### src/rtl/adder_pipe_pkg.sv
// Shared types and elaboration helpers for the pipelined adder.
package adder_pipe_pkg;

    // Per-stage control bits; the operand/result vectors are appended by the
    // stage module because their width follows its SIZE parameter.
    typedef struct packed {
        logic valid;
        logic carry;
        logic ovf;
    } stage_ctl_t;

    function automatic int chunk_width(input int size, input int nbstages);
        return size / nbstages;
    endfunction

    function automatic bit chunks_even(input int size, input int nbstages);
        return (nbstages > 0) && ((size % nbstages) == 0);
    endfunction

endpackage

### src/rtl/adder_pipe_if.sv
// Operand and result streams of adder_pipe, each with its own valid/ready pair.
interface adder_pipe_if #(
    parameter int SIZE = 8
);
    logic            valid_i;
    logic            ready_o;
    logic [SIZE-1:0] a_i;
    logic [SIZE-1:0] b_i;
    logic            carryin_i;
    logic            sub_i;
    logic            valid_o;
    logic            ready_i;
    logic [SIZE-1:0] result_o;
    logic            carryout_o;
    logic            overflow_o;

    modport slave (
        input  valid_i, a_i, b_i, carryin_i, sub_i, ready_i,
        output ready_o, valid_o, result_o, carryout_o, overflow_o
    );

    modport master (
        output valid_i, a_i, b_i, carryin_i, sub_i, ready_i,
        input  ready_o, valid_o, result_o, carryout_o, overflow_o
    );
endinterface

### src/rtl/adder_pipe_stage.sv
// One CHUNK-wide slice of the carry chain plus its register; 1 cycle latency,
// holds its contents whenever advance is low.
module adder_pipe_stage
    import adder_pipe_pkg::*;
#(
    parameter int SIZE  = 8,
    parameter int CHUNK = 4,
    parameter int IDX   = 0
) (
    input  logic            clk,
    input  logic            rst,
    input  logic            advance,
    input  logic            prev_valid,
    input  logic            prev_carry,
    input  logic [SIZE-1:0] prev_a,
    input  logic [SIZE-1:0] prev_b,
    input  logic [SIZE-1:0] prev_res,
    output logic            valid,
    output logic            carry,
    output logic            ovf,
    output logic [SIZE-1:0] a,
    output logic [SIZE-1:0] b,
    output logic [SIZE-1:0] res
);

    typedef struct packed {
        stage_ctl_t      ctl;
        logic [SIZE-1:0] a;
        logic [SIZE-1:0] b;
        logic [SIZE-1:0] res;
    } stage_t;

    stage_t           cur_q;
    stage_t           nxt;
    logic [CHUNK-1:0] a_chunk;
    logic [CHUNK-1:0] b_chunk;
    logic [CHUNK-1:0] s_chunk;
    logic             c_out;

    assign a_chunk = prev_a[IDX*CHUNK +: CHUNK];
    assign b_chunk = prev_b[IDX*CHUNK +: CHUNK];
    assign {c_out, s_chunk} = {1'b0, a_chunk} + {1'b0, b_chunk} + {{CHUNK{1'b0}}, prev_carry};

    always_comb begin
        nxt           = '0;
        nxt.ctl.valid = prev_valid;
        nxt.ctl.carry = c_out;
        // Carry into the chunk MSB is a^b^sum at that bit; only the last stage's copy is used.
        nxt.ctl.ovf   = a_chunk[CHUNK-1] ^ b_chunk[CHUNK-1] ^ s_chunk[CHUNK-1] ^ c_out;
        nxt.a         = prev_a;
        nxt.b         = prev_b;
        nxt.res       = prev_res;
        nxt.res[IDX*CHUNK +: CHUNK] = s_chunk;
    end

    always_ff @(posedge clk or posedge rst) begin
        if (rst) begin
            cur_q <= '0;
        end else if (advance) begin
            cur_q <= nxt;
        end
    end

    assign valid = cur_q.ctl.valid;
    assign carry = cur_q.ctl.carry;
    assign ovf   = cur_q.ctl.ovf;
    assign a     = cur_q.a;
    assign b     = cur_q.b;
    assign res   = cur_q.res;

endmodule

### src/rtl/adder_pipe.sv
// Pipelined add/subtract with carry-out and signed overflow, one register per carry chunk.
// Latency NBSTAGES cycles; the whole pipe freezes only while a result waits on ready_i.
module adder_pipe
    import adder_pipe_pkg::*;
#(
    parameter int SIZE     = 8,
    parameter int NBSTAGES = 2
) (
    input  logic        clk_i,
    input  logic        rst_i,
    adder_pipe_if.slave bus
);

    localparam int CHUNK = chunk_width(SIZE, NBSTAGES);

    if (!chunks_even(SIZE, NBSTAGES)) begin : g_bad_split
        $error("adder_pipe: SIZE (%0d) must be a multiple of NBSTAGES (%0d)", SIZE, NBSTAGES);
    end

    // Index 0 is the operand port; index k+1 is the register of stage k.
    logic            valid_s [NBSTAGES+1];
    logic            carry_s [NBSTAGES+1];
    logic            ovf_s   [NBSTAGES+1];
    logic [SIZE-1:0] a_s     [NBSTAGES+1];
    logic [SIZE-1:0] b_s     [NBSTAGES+1];
    logic [SIZE-1:0] res_s   [NBSTAGES+1];
    logic            advance;

    assign valid_s[0] = bus.valid_i;
    assign carry_s[0] = bus.carryin_i;
    assign ovf_s[0]   = 1'b0;
    assign a_s[0]     = bus.a_i;
    assign b_s[0]     = bus.sub_i ? ~bus.b_i : bus.b_i;
    assign res_s[0]   = '0;

    // Bubbles are not squeezed out: the pipe moves as one unit.
    assign advance = !valid_s[NBSTAGES] || bus.ready_i;

    for (genvar k = 0; k < NBSTAGES; k++) begin : g_stage
        adder_pipe_stage #(
            .SIZE  (SIZE),
            .CHUNK (CHUNK),
            .IDX   (k)
        ) u_stage (
            .clk        (clk_i),
            .rst        (rst_i),
            .advance    (advance),
            .prev_valid (valid_s[k]),
            .prev_carry (carry_s[k]),
            .prev_a     (a_s[k]),
            .prev_b     (b_s[k]),
            .prev_res   (res_s[k]),
            .valid      (valid_s[k+1]),
            .carry      (carry_s[k+1]),
            .ovf        (ovf_s[k+1]),
            .a          (a_s[k+1]),
            .b          (b_s[k+1]),
            .res        (res_s[k+1])
        );
    end

    assign bus.ready_o    = advance;
    assign bus.valid_o    = valid_s[NBSTAGES];
    assign bus.result_o   = res_s[NBSTAGES];
    assign bus.carryout_o = carry_s[NBSTAGES];
    assign bus.overflow_o = ovf_s[NBSTAGES];

endmodule
### src/flat_wrapper.sv
// flat-port wrapper written by rule: the top's interface ports become plain ports
module adder_pipe_flat import adder_pipe_pkg::*;
#(
    parameter int SIZE     = 8,
    parameter int NBSTAGES = 2
)
  (clk_i, rst_i, bus_valid_i, bus_a_i, bus_b_i, bus_carryin_i, bus_sub_i, bus_ready_i, bus_ready_o, bus_valid_o, bus_result_o, bus_carryout_o, bus_overflow_o);
  adder_pipe_if #(.SIZE(SIZE)) bus_i ();
  input  logic clk_i;
  input  logic rst_i;
  input wire logic [$bits(bus_i.valid_i)-1:0] bus_valid_i;
  input wire logic [$bits(bus_i.a_i)-1:0] bus_a_i;
  input wire logic [$bits(bus_i.b_i)-1:0] bus_b_i;
  input wire logic [$bits(bus_i.carryin_i)-1:0] bus_carryin_i;
  input wire logic [$bits(bus_i.sub_i)-1:0] bus_sub_i;
  input wire logic [$bits(bus_i.ready_i)-1:0] bus_ready_i;
  output wire logic [$bits(bus_i.ready_o)-1:0] bus_ready_o;
  output wire logic [$bits(bus_i.valid_o)-1:0] bus_valid_o;
  output wire logic [$bits(bus_i.result_o)-1:0] bus_result_o;
  output wire logic [$bits(bus_i.carryout_o)-1:0] bus_carryout_o;
  output wire logic [$bits(bus_i.overflow_o)-1:0] bus_overflow_o;
  assign bus_i.valid_i = bus_valid_i;
  assign bus_i.a_i = bus_a_i;
  assign bus_i.b_i = bus_b_i;
  assign bus_i.carryin_i = bus_carryin_i;
  assign bus_i.sub_i = bus_sub_i;
  assign bus_i.ready_i = bus_ready_i;
  assign bus_ready_o = bus_i.ready_o;
  assign bus_valid_o = bus_i.valid_o;
  assign bus_result_o = bus_i.result_o;
  assign bus_carryout_o = bus_i.carryout_o;
  assign bus_overflow_o = bus_i.overflow_o;
  adder_pipe #(.SIZE(SIZE), .NBSTAGES(NBSTAGES)) u_core (.clk_i(clk_i), .rst_i(rst_i), .bus(bus_i));
endmodule
### config.mk
export PLATFORM = sky130hd
export DESIGN_NAME = adder_pipe_flat
export DESIGN_NICKNAME = d
export VERILOG_FILES = /design/src/rtl/adder_pipe_pkg.sv /design/src/rtl/adder_pipe_if.sv /design/src/rtl/adder_pipe_stage.sv /design/src/rtl/adder_pipe.sv /design/src/flat_wrapper.sv
export SDC_FILE = /design/constraint.sdc
export NUM_CORES = 1
export LEC_CHECK = 0
export ABC_AREA = 1
export BUFFER_PORTS_ARGS = -buffer_cell sky130_fd_sc_hd__buf_2
export CELL_PAD_IN_SITES_DETAIL_PLACEMENT = 1
export CELL_PAD_IN_SITES_GLOBAL_PLACEMENT = 2
export CORE_MARGIN = 1.5
export CORE_UTILIZATION = 27
export CTS_CLUSTER_SIZE = 14
export DETAILED_ROUTE_END_ITERATION = 7
export GPL_ROUTABILITY_DRIVEN = 1
export PLACE_DENSITY = 0.82
export SLEW_MARGIN = 30
export SYNTH_ARGS = -nofsm -noshare
export SYNTH_HDL_FRONTEND = slang
export SYNTH_SLANG_ARGS = --single-unit
### constraint.sdc
create_clock -name clk_i -period 1.5 [get_ports clk_i]
set_input_delay 0.075 -clock clk_i [delete_from_list [all_inputs] [get_ports clk_i]]
set_output_delay 0.075 -clock clk_i [all_outputs]
set_load 0.05 [all_outputs]
==> impl_metrics.yaml <==
run_status:
  outcome: "complete, but fails checks"
  violations: "negative setup slack"
die:
  ios: 34
  fp.dieW_um: 73.9
  die_area_sq_um: 5460
  start_util_pct: 28.4
  num_rows: 25
  core_area_sq_um: 4790
  fp.dieH_um: 73.9
cells_and_area:
  fill_cells: 590
  regArea_sq_um: 626
  synthToLayoutAreaGrowth_pct: 27.2
  drive_gt1_share_pct: 32.2
  diodes: 0
  multi_input_area_sq_um: 664
  finalNetCount: 232
logic_synthesis:
  synth_common_cells: "nand2_1, dfrtp_1, inv_1, o21ai_0, nand3_1"
  ys_ff_latch: 25
  yosysWarnings: 0
  synthTopCellsByArea: "dfrtp_1, nand2_1, fa_1"
  synth_area_sq_um: 1360
  synth-edff-count: 0
  syn_inst: 158
  ys_seq_area_share_pct: 46.1
  yosys_most_used_dff: "dfrtp_1"
  yosys.area.top_type: "dfrtp_1"
  synth_cell_types: 19
  synth_fp_nets: 190
  async_flop_share_pct: 100
  syn_area_per_cell_sq_um: 8.59
  synth.most_common_cell: "nand2_1"
  synth_top_area_share_pct: 46.1
timing:
  period_minus_slack_ps: 1620
  skew_ps: 7.94
  worst_slack_ps: -115
  rsz0062_at_grt: "true"
  hold_viol: 0
  period_share_pct: 108
  relSlewSlack_pct: 78.9
  drv_slew: 0
  fmax_ghz: 0.619
  setup_viol: 3
  tightestPinTransition_ps: 317
  finalHoldWorstSlack_ps: 7.49
pwr:
  p_per_area_nw_per_um2: 1490
  power_switching_share_pct: 45.3
  p_sw_mw: 1.16
  p_seq_share_pct: 37.3
  power_frac_clock_pct: 16.0
  ir_worst_vdd_v: 0.000493
  p_int_mw: 1.41
  leakage_nw: 0.902
  p_comb_share_pct: 46.7
worst_setup_path:
  rr_endpoint: "u_core.g_stage[1].u_stage.ovf"
  worst_r2r_path_depth: 10
  crit_path_max_incr_delay_ps: 420
  crit_type: "reg -> reg"
  cp_max_fo: 2
  crit_chain: "fa_2, inv_2, fa_2, inv_2, nand2_2, nand2_2, nand2_2, nand2_2, nand3_2, nand2_1"
  worstSetupEndpointType: "flip-flop"
  ff2ff_setup_slack_ps: -120
  crit_top_cell: "nand2_2"
  cp.arrival_ps: 1780
  r2r_start: "u_core.g_stage[0].u_stage.a[4]"
  worstPathRequired_ps: 1660
  crit_slowest_cell: "dfrtp_1"
  critPathLaunchType: "flip-flop"
routing:
  drc: 0
  vias: 1120
  drtAntennaViolNets: 0
  viasPerCell: 4.21
  wl_per_cell_um: 11.6
  drtIter0Drc: 61
  firstDrtPassIters: 4
  wirelength_um: 3090
run:
  cap_viol_max_count: 0
grt:
  grt_pass1_vias: 1157
  grt_max_degree: 32
  antenna_found_initial: 0
  grt-ovfl-total: 0
  grtUsageTotal_pct: 12.6
  grt_first_pass_wirelength_um: 5260
worst_hold_path:
  worstHoldStart: "bus_valid_i"
  min_to: "u_core.g_stage[0].u_stage.valid"
  hp-class: "in -> reg"
  min_delay_path_depth: 3
placement:
  gp_congestion: 0.749
  post-place-ws_ps: -99.2
  post-dp-hpwl_um: 2300
  port_buffers: 33
cts:
  clkLatencyLatePin_ps: 270
  cts-root-buf: "clkbuf_8"
  numCtsBuffers: 3
  cts_sinks: 25
  clk_path_buf_depth: 2
  clk_pin_slew_ps: 100
  cts_tree: "built"
  htree_levels: 1
-- flip-flops by register name (all words and copies together), names as in the netlist --
name / flops
u_core.g_stage.u_stage.a: 4
u_core.g_stage.u_stage.b: 4
u_core.g_stage.u_stage.carry: 2
u_core.g_stage.u_stage.ovf: 1
u_core.g_stage.u_stage.res: 12
u_core.g_stage.u_stage.valid: 2
-- power groups by stage --
stage                     logic, mW  registers [mW]  clock network, mW
after global placement         1.08           0.972                  0
after floorplan               0.447            1.34                  0
after CTS                      1.15           0.966              0.428
after global routing           1.33           0.983              0.446
final                          1.20           0.959              0.411
after detailed placement       1.10           0.975                  0
-- cell usage in the layout, fill, tap and decap left out, types with 3 or more instances in the layout --
cell / n
buf_2: 33
buf_4: 7
clkbuf_8: 3
dfrtp_1: 25
ha_1: 6
inv_1: 14
nand2_1: 51
nand2_2: 9
nand3_1: 6
nor2_1: 6
o21ai_0: 10
xnor2_1: 5
xor2_1: 3
-- layout make-up --
class	count	share of cell area [%]
Clock buffer	3	2.39
Tap cell	67	4.86
Multi-Input combinational cell	111	38.5
Timing Repair Buffer	42	13.8
Inverter	17	3.84
Clock inverter	1	0.435
Sequential cell	25	36.2
-- through the flow --
step	TNS (ps)	std cells	total power, mW	cell area (sq um)	util (%)
floorplan	0	158	1.79	1360	-
global placement	-30.2	257	2.05	1600	33.4
detailed placement	-132	257	2.08	1600	33.4
CTS	-117	264	2.54	1680	35.2
global route	-555	266	2.76	1730	36.1
finish	-285	266	2.57	1730	36.1
-- kinds of logic (layout without fill, tap and decap cells) --
logic type	after synthesis	in the layout	share of synthesized area, %
fa+ha+maj	10	10	11.4
xor+xnor	8	8	5.16
flops	25	25	46.1
buf+inv	22	63	7.93
compound gates	16	16	6.08
simple gates	77	77	23.3
-- worst max path at each step --
stage	start	end	slack, ps
after floorplan	u_core.g_stage[0].u_stage.carry	u_core.g_stage[1].u_stage.ovf	7
after global placement	u_core.g_stage[0].u_stage.carry	u_core.g_stage[1].u_stage.ovf	-30
after detailed placement	u_core.g_stage[0].u_stage.carry	u_core.g_stage[1].u_stage.ovf	-100
after CTS	u_core.g_stage[0].u_stage.carry	u_core.g_stage[1].u_stage.ovf	-110
after global routing	u_core.g_stage[0].u_stage.a[4]	u_core.g_stage[1].u_stage.ovf	-190
final	u_core.g_stage[0].u_stage.a[4]	u_core.g_stage[1].u_stage.ovf	-120
-- routing by layer --
layer	global-route usage, %	vias to the layer above	routed length [um]
met5	0	-	0
met4	3.70	0	32
met3	2.06	4	89
met2	20.8	24	1440
met1	16.9	525	1520
li1	-	567	-
-- repair_timing --
item,in CTS,in global routing
buffers inserted,1,2
endpoints found under the hold margin,26,0
hold buffers,2,0
resized for setup,9,9
pin swaps,1,4
endpoints found under the setup margin,4,5
-- critical path, delay by kind of cell (launching register included) --
family                     cells  cell delay (ps)
and+or+nand+nor                6              350
adders and majority gates      2              620
buffers and inverters          2              120
DFF                            1              420
Power figures use the tool's default switching activity.
